<file path="config.mk">
export PLATFORM = sky130hd
export DESIGN_NAME = tk_sink_buffer
export DESIGN_NICKNAME = d
export VERILOG_FILES = /design/src/rtl/tk_sink_buffer.sv
export SDC_FILE = /design/constraint.sdc
export NUM_CORES = 1
export LEC_CHECK = 0
export BUFFER_PORTS_ARGS = -buffer_cell sky130_fd_sc_hd__buf_2
export CAP_MARGIN = 10
export CORE_ASPECT_RATIO = 1.25
export CORE_UTILIZATION = 44
export CTS_CLUSTER_DIAMETER = 40
export DETAILED_ROUTE_END_ITERATION = 10
export PLACE_DENSITY = 0.72
export SYNTH_ARGS = -nofsm -noshare
export SYNTH_HDL_FRONTEND = slang
export SYNTH_SLANG_ARGS = --single-unit
</file>
<file path="constraint.sdc">
create_clock -name clock -period 6.1 [get_ports clock]
set_input_delay 1.22 -clock clock [delete_from_list [all_inputs] [get_ports clock]]
set_output_delay 1.22 -clock clock [all_outputs]
set_load 0.05 [all_outputs]
</file>
<file path="src/rtl/tk_sink_buffer.sv">
// Token sink: terminates a forward-token stream into a circular FIFO, drives the
// registered backward nack upstream and exposes the head entry to a local consumer.
package tk_sink_buffer_pkg;
  typedef struct packed {
    logic        v;
    logic        a;
    logic        c;
    logic        r;
    logic        i;
    logic [31:0] d;
  } FTk_t;

  typedef struct packed {
    logic n;
    logic t;
    logic v;
    logic c;
  } BTk_t;
endpackage

module tk_sink_buffer
  import tk_sink_buffer_pkg::*;
#(
  parameter int DEPTH = 8,
  parameter int SLACK = 2
) (
  input  logic                     clock,
  input  logic                     reset,
  input  FTk_t                     I_FTk,
  output BTk_t                     O_BTk,
  input  BTk_t                     I_BTk,
  input  logic                     I_Pop,
  output FTk_t                     O_FTk,
  output logic [$clog2(DEPTH):0]   O_Count,
  output logic                     O_Overflow
);

  localparam int PW = $clog2(DEPTH);
  localparam int CW = PW + 1;
  localparam logic [CW-1:0] DEPTH_C  = CW'(DEPTH);
  localparam logic [CW-1:0] THRESH_C = CW'(DEPTH - SLACK);

  generate
    if ((DEPTH < 4) || ((DEPTH & (DEPTH - 1)) != 0)) begin : g_bad_depth
      $error("tk_sink_buffer: DEPTH must be a power of two >= 4");
    end
    if ((SLACK < 1) || (SLACK >= DEPTH)) begin : g_bad_slack
      $error("tk_sink_buffer: SLACK must satisfy 1 <= SLACK < DEPTH");
    end
  endgenerate

  typedef struct packed {
    logic        a;
    logic        c;
    logic        r;
    logic        i;
    logic [31:0] d;
  } entry_t;

  entry_t          mem_q [DEPTH];
  logic [PW-1:0]   wr_ptr_q, wr_ptr_d;
  logic [PW-1:0]   rd_ptr_q, rd_ptr_d;
  logic [CW-1:0]   count_q, count_d;
  logic            nack_q, nack_d;
  logic            ovf_q, ovf_d;
  logic [2:0]      bpass_q, bpass_d;
  logic            push, pop, full, empty;
  entry_t          head;

  // The consumer's nack bit has no meaning at a sink; only t/v/c are forwarded.
  logic unused_btk_n;
  assign unused_btk_n = I_BTk.n;

  assign full  = (count_q == DEPTH_C);
  assign empty = (count_q == '0);

  always_comb begin
    pop      = I_Pop && !empty;
    // A full buffer still accepts a token when the head leaves in the same cycle.
    push     = I_FTk.v && (!full || pop);
    wr_ptr_d = wr_ptr_q;
    rd_ptr_d = rd_ptr_q;
    if (push) wr_ptr_d = wr_ptr_q + 1'b1;
    if (pop)  rd_ptr_d = rd_ptr_q + 1'b1;
    count_d  = count_q + {{(CW-1){1'b0}}, push} - {{(CW-1){1'b0}}, pop};
    nack_d   = (count_d >= THRESH_C);
    ovf_d    = ovf_q || (I_FTk.v && full && !pop);
    bpass_d  = {I_BTk.t, I_BTk.v, I_BTk.c};
  end

  always_ff @(posedge clock or posedge reset) begin
    if (reset) begin
      wr_ptr_q <= '0;
      rd_ptr_q <= '0;
      count_q  <= '0;
      nack_q   <= 1'b0;
      ovf_q    <= 1'b0;
      bpass_q  <= '0;
    end else begin
      wr_ptr_q <= wr_ptr_d;
      rd_ptr_q <= rd_ptr_d;
      count_q  <= count_d;
      nack_q   <= nack_d;
      ovf_q    <= ovf_d;
      bpass_q  <= bpass_d;
    end
  end

  // Storage is intentionally not reset; the head payload is masked by v while empty.
  always_ff @(posedge clock) begin
    if (push) begin
      mem_q[wr_ptr_q] <= '{a: I_FTk.a, c: I_FTk.c, r: I_FTk.r, i: I_FTk.i, d: I_FTk.d};
    end
  end

  assign head = mem_q[rd_ptr_q];

  always_comb begin
    O_FTk   = '{v: !empty, a: head.a, c: head.c, r: head.r, i: head.i, d: head.d};
    O_BTk   = '{n: nack_q, t: bpass_q[2], v: bpass_q[1], c: bpass_q[0]};
  end

  assign O_Count    = count_q;
  assign O_Overflow = ovf_q;

endmodule

</file>
# Word level (Yosys, flattened, before mapping)
# Memories as Yosys holds them, arrays and structs flattened.
# Index checks and enable logic that the tools add are counted.
dict set report totals {
  input_bits 44
  ram_bits 288
  out_inout_bits 46
  word_cells 25
  reg_bits 15
  n_memories 1
}
# memory words width rd rd_clocked_by_memory_dff write_ports line_no
set mem_list {}
lappend mem_list {mem_q 8 36 1 0 1 60} ;# entry_t mem_q [DEPTH];
dict set report classes {
  magnitude_cmp 1
  n_reduce_logical 10
  eq_ne 1
  n_addsub 4
  muxes 2
}
# op count
set op_table {}
lappend op_table {{3-bit by 1-bit adder with 3-bit output (second input constant)} 2}
lappend op_table {{4-bit by 1-bit adder with 4-bit output} 1}
lappend op_table {{4-bit equality test (second input constant)} 1}
lappend op_table {{4-bit by 3-bit greater-or-equal comparator with 1-bit output (second input constant)} 1}
lappend op_table {{1-bit logical AND} 4}
lappend op_table {{4-bit zero test} 1}
lappend op_table {{4-bit by 1-bit subtractor with 4-bit output} 1}
lappend op_table {{1-bit zero test} 3}
lappend op_table {{1-bit logical OR} 2}
lappend op_table {{1-bit two-way mux} 2}

# Logic depth before layout (Yosys ltp)
dict set report logic_depth {
  word_depth 8
  ltp_mapped 10
  depth_no_buf 10
}

# Worst setup path before layout
# Ideal clock, no wire load.
dict set report synth_timing {
  path_kind {input to register}
  from {input I_Pop}
  to {memory mem_q[1][0] in the netlist's numbering, enable pin}
  path_stages 3
  slack_ns 0.565
  path_buffers 0
  arrival_time_ns 5.016
  path_cell_list {nor2b_1 nor2_1 nor4_1}
}
dict set report synth_between {
  elab_chain_len 5
}
# item line_no
set synth_rtl {}
lappend synth_rtl {{from (decl)} 32} ;# input logic I_Pop,
lappend synth_rtl {{1-bit logical AND} 78} ;# pop = I_Pop && !empty;
lappend synth_rtl {{1-bit logical OR} 80} ;# push = I_FTk.v && (!full || pop);
lappend synth_rtl {{1-bit logical AND} 80}
lappend synth_rtl {{1-bit two-way mux} 111} ;# if (push) begin
lappend synth_rtl {{1-bit two-way mux (not written as such)} 112} ;# mem_q[wr_ptr_q] <= '{a: I_FTk.a, c: I_FTk.c, r: I_FTk.r, i: I_FTk.i, d: I_FTk.d};
lappend synth_rtl {{to (decl)} 60}
# No other way between the ends.

==> impl_results.md <==
- TritonCTS clock tree: yes
- Crit path max-delay family: flip-flops
- RD Place Congestion: 0.754
- Setup TNS: 0 ns
- Final wirelength: 22.2 mm
- Fin. max-slew vios: 0
- GRT Residual Overflow: 0
- Crit-path cells: buf_4 -> mux4_1 -> mux2_2 -> buf_2
- MaxCap Viol Count: 0
- Synth Register Bits: just over 300
- Clock Pin Slew Worst Setup and Hold Paths: roughly 0.06 ns
- Yosys warnings: 0
- Main synth FF type: edfxtp_1
- Initial antenna violation count: 3
- Port buffer count: slightly below 90
- CTS Buffer Depth: 3
- Syn_nets: 537
- Static Leak: 4.76 nW
- Crit-path slowest cell: dfrtp_4
- Post-synth EDFFs: 288
- WHS Endpoint: O_Overflow$_DFF_PP0_
- Leading area contributor after synthesis: edfxtp_1
- Worst-case reg-to-reg path depth: 6
- Mapped cell area: roughly 0.012 mm2
- Largest net degree at the start of global routing: 74
- Worst reg2reg startpoint: O_Count[2]$_DFF_PP0_
- Chip Width: 148 um
- Fin. Hold Viols: 0
- HP Start: O_Overflow$_DFF_PP0_
- Post-detail-place hpwl: 12.6 mm
- Post-synth ARST share: 0.0495
- Maximum vdd drop: 485 uV
- Max frequency: between 0.2 and 0.25 GHz
- Status: complete, no violations
- Cts hold-fix bufs: 0
- Critical Path Start Type: flip-flop
- IO Pins: 90
- Crit path capture type: output pin
- Dpl cell area: around 0.013 mm2
- Vias: approximately 5300
- Worst slew pin tran: 1.02 ns
- Vias in the first global route: 5788
- Pre-Repair DR Iteration Count: 4
- Die ar.: around 0.027 mm2
- RSZ-0062 raised after global routing: no
- Min Tclk post-route: 4.45 ns
- Sequential area share after synthesis: 0.765
- Post-CTS Setup Bufs: 0
- Global-route wire length before repair: around 34 mm
- Critical path class: reg2out
- CP peak stage delay: between 1 and 1.5 ns
- Max_slew headroom: 0.310
- Main area contributors after synthesis: edfxtp_1, mux4_1, mux2_2, dfrtp_1, mux4_2
- Core Region: about 0.026 mm2
- Post-route ant nets: 0
- Distinct cells, synth: 31
- Gate count of the mapped netlist: 485
- Crit path DAT: 3.23 ns
- Share of layout cells above drive strength 1: 0.352
- TritonCTS Buffers: 35
- Layout Nets: 656
- Post-route cell area: around 0.014 mm2
- Power consumption: 7.33 mW
- Mapped Avg Cell Area: between 20 and 25 um2
- Final Setup Violations: 0
- Clk_skew: 0.0148 ns
- Final core occ: 0.527
- Fin Hold WS: 0.499 ns
- Most frequent cell after synthesis: edfxtp_1
- Die height: 185 um
- Layout area overhead: 17.0%
- Pwr dens: ~530 mW/mm2
- Top post-synthesis cells by count: edfxtp_1, mux4_1, mux2_2, dfrtp_1, mux4_2
- Initial Util: 0.451
- Required @ worst endpoint: 4.88 ns
- Worst path buffer plus inverter count: 2
- R2r endpoint: mem_q[6][16]$_DFFE_PP_
- DRT iter0 DRCs: roughly 350
- Crit share post-route: 0.730
- Worst hold path class: reg2reg
- Tot GR Track Use: 0.169
- Yosys top cell area share: 0.733
- CTS resizes: 0
- Crit path max fanout: 55
- Clk_lat worst skew: 0.51 ns
- Clock root buffer: clkbuf_16
- Remaining DRCs: 0
- Worst reg-to-reg setup slack: 3.07 ns
- Routed len/inst: 22.9 um
- Vias per cell: between 5 and 6
- CTS H-tree depth: 2
- Placement Rows: 66
- Hold Crit Depth: 1
- CTS sink cnt: 303
-- worst max-delay path by stage --
stage	startpoint	endpoint	slack, ns	cells after the start
after global placement	rd_ptr_q[0]$_DFFE_PP0N_	O_FTk[29]	2.23	4
final	rd_ptr_q[0]$_DFFE_PP0N_	O_FTk[29]	1.65	4
after CTS	rd_ptr_q[0]$_DFFE_PP0N_	O_FTk[29]	1.60	4
after global routing	rd_ptr_q[0]$_DFFE_PP0N_	O_FTk[29]	1.51	4
after detailed placement	rd_ptr_q[0]$_DFFE_PP0N_	O_FTk[30]	2.14	4
after floorplan	I_Pop	mem_q[1][0]$_DFFE_PP_	0.56	3
-- worst reg2reg max path: stages (launching register included) --
cell,delay (ns)
dfrtp_1,0.38
inv_1,0.11
ha_1,0.19
or3b_2,0.52
o21ai_0,0.84
nor2_4,0.36
buf_4,0.36
-- sequential cells by signal, indices dropped and copies added, names as in the netlist --
signal      count
nack_q          1
mem_q         288
O_Count         4
rd_ptr_q        3
O_Overflow      1
wr_ptr_q        3
bpass_q         3
-- area by class of cell --
cell class,instances,area (um2)
inverter,4,15.0
antenna,2,5.00
tap,340,425
clock inverter,19,183
multi-input combinational,157,2660
clock buffer,42,923
timing repair buffer,103,553
sequential,303,9030
fill,1985,12400
-- through the flow --
step | cells | setup slack (ns)
floorplan | 485 | 0.565
global placement | 907 | 2.23
detailed placement | 907 | 2.14
CTS | 968 | 1.60
global route | 969 | 1.51
finish | 970 | 1.65
-- layout by cell type, fill, tap and decap left out, types with 3 or more instances in the layout --
master       n
buf_2       88
buf_4       15
clkbuf_1     6
clkbuf_16   36
clkinv_1     4
clkinv_2     3
clkinv_8     3
dfrtp_1     12
edfxtp_1   288
ha_1         7
inv_1        4
inv_6        3
mux2_2      38
mux4_1      57
mux4_2      15
nand2_1      4
nor2_1       4
nor2_4       3
nor3_2       4
o21ai_0      3
xnor2_1      5
-- where the power goes --
group	switching, mW	internal [mW]
clock network	0.810	1.15
logic	1.51	0.915
registers	0.310	2.63
-- cells by family after synthesis --
family / after synthesis / synth area share
AOI/OAI and AO/OA: 8 / 0.00456
xor gates and xnor gates: 6 / 0.00446
adders and majority gates: 8 / 0.00912
buffers and inverters: 25 / 0.0137
DFF: 303 / 0.765
muxes: 111 / 0.193
and+or+nand+nor: 24 / 0.0103
-- per-layer routing --
layer,vias up,share of wire,GRT usage
met3,41,0.048,0.0350
met1,2806,0.40,0.204
met4,2,0.020,0.0565
met5,-,0.00058,0
li1,2345,-,-
met2,153,0.53,0.301
Note: power is estimated with default switching activity, not from simulation.
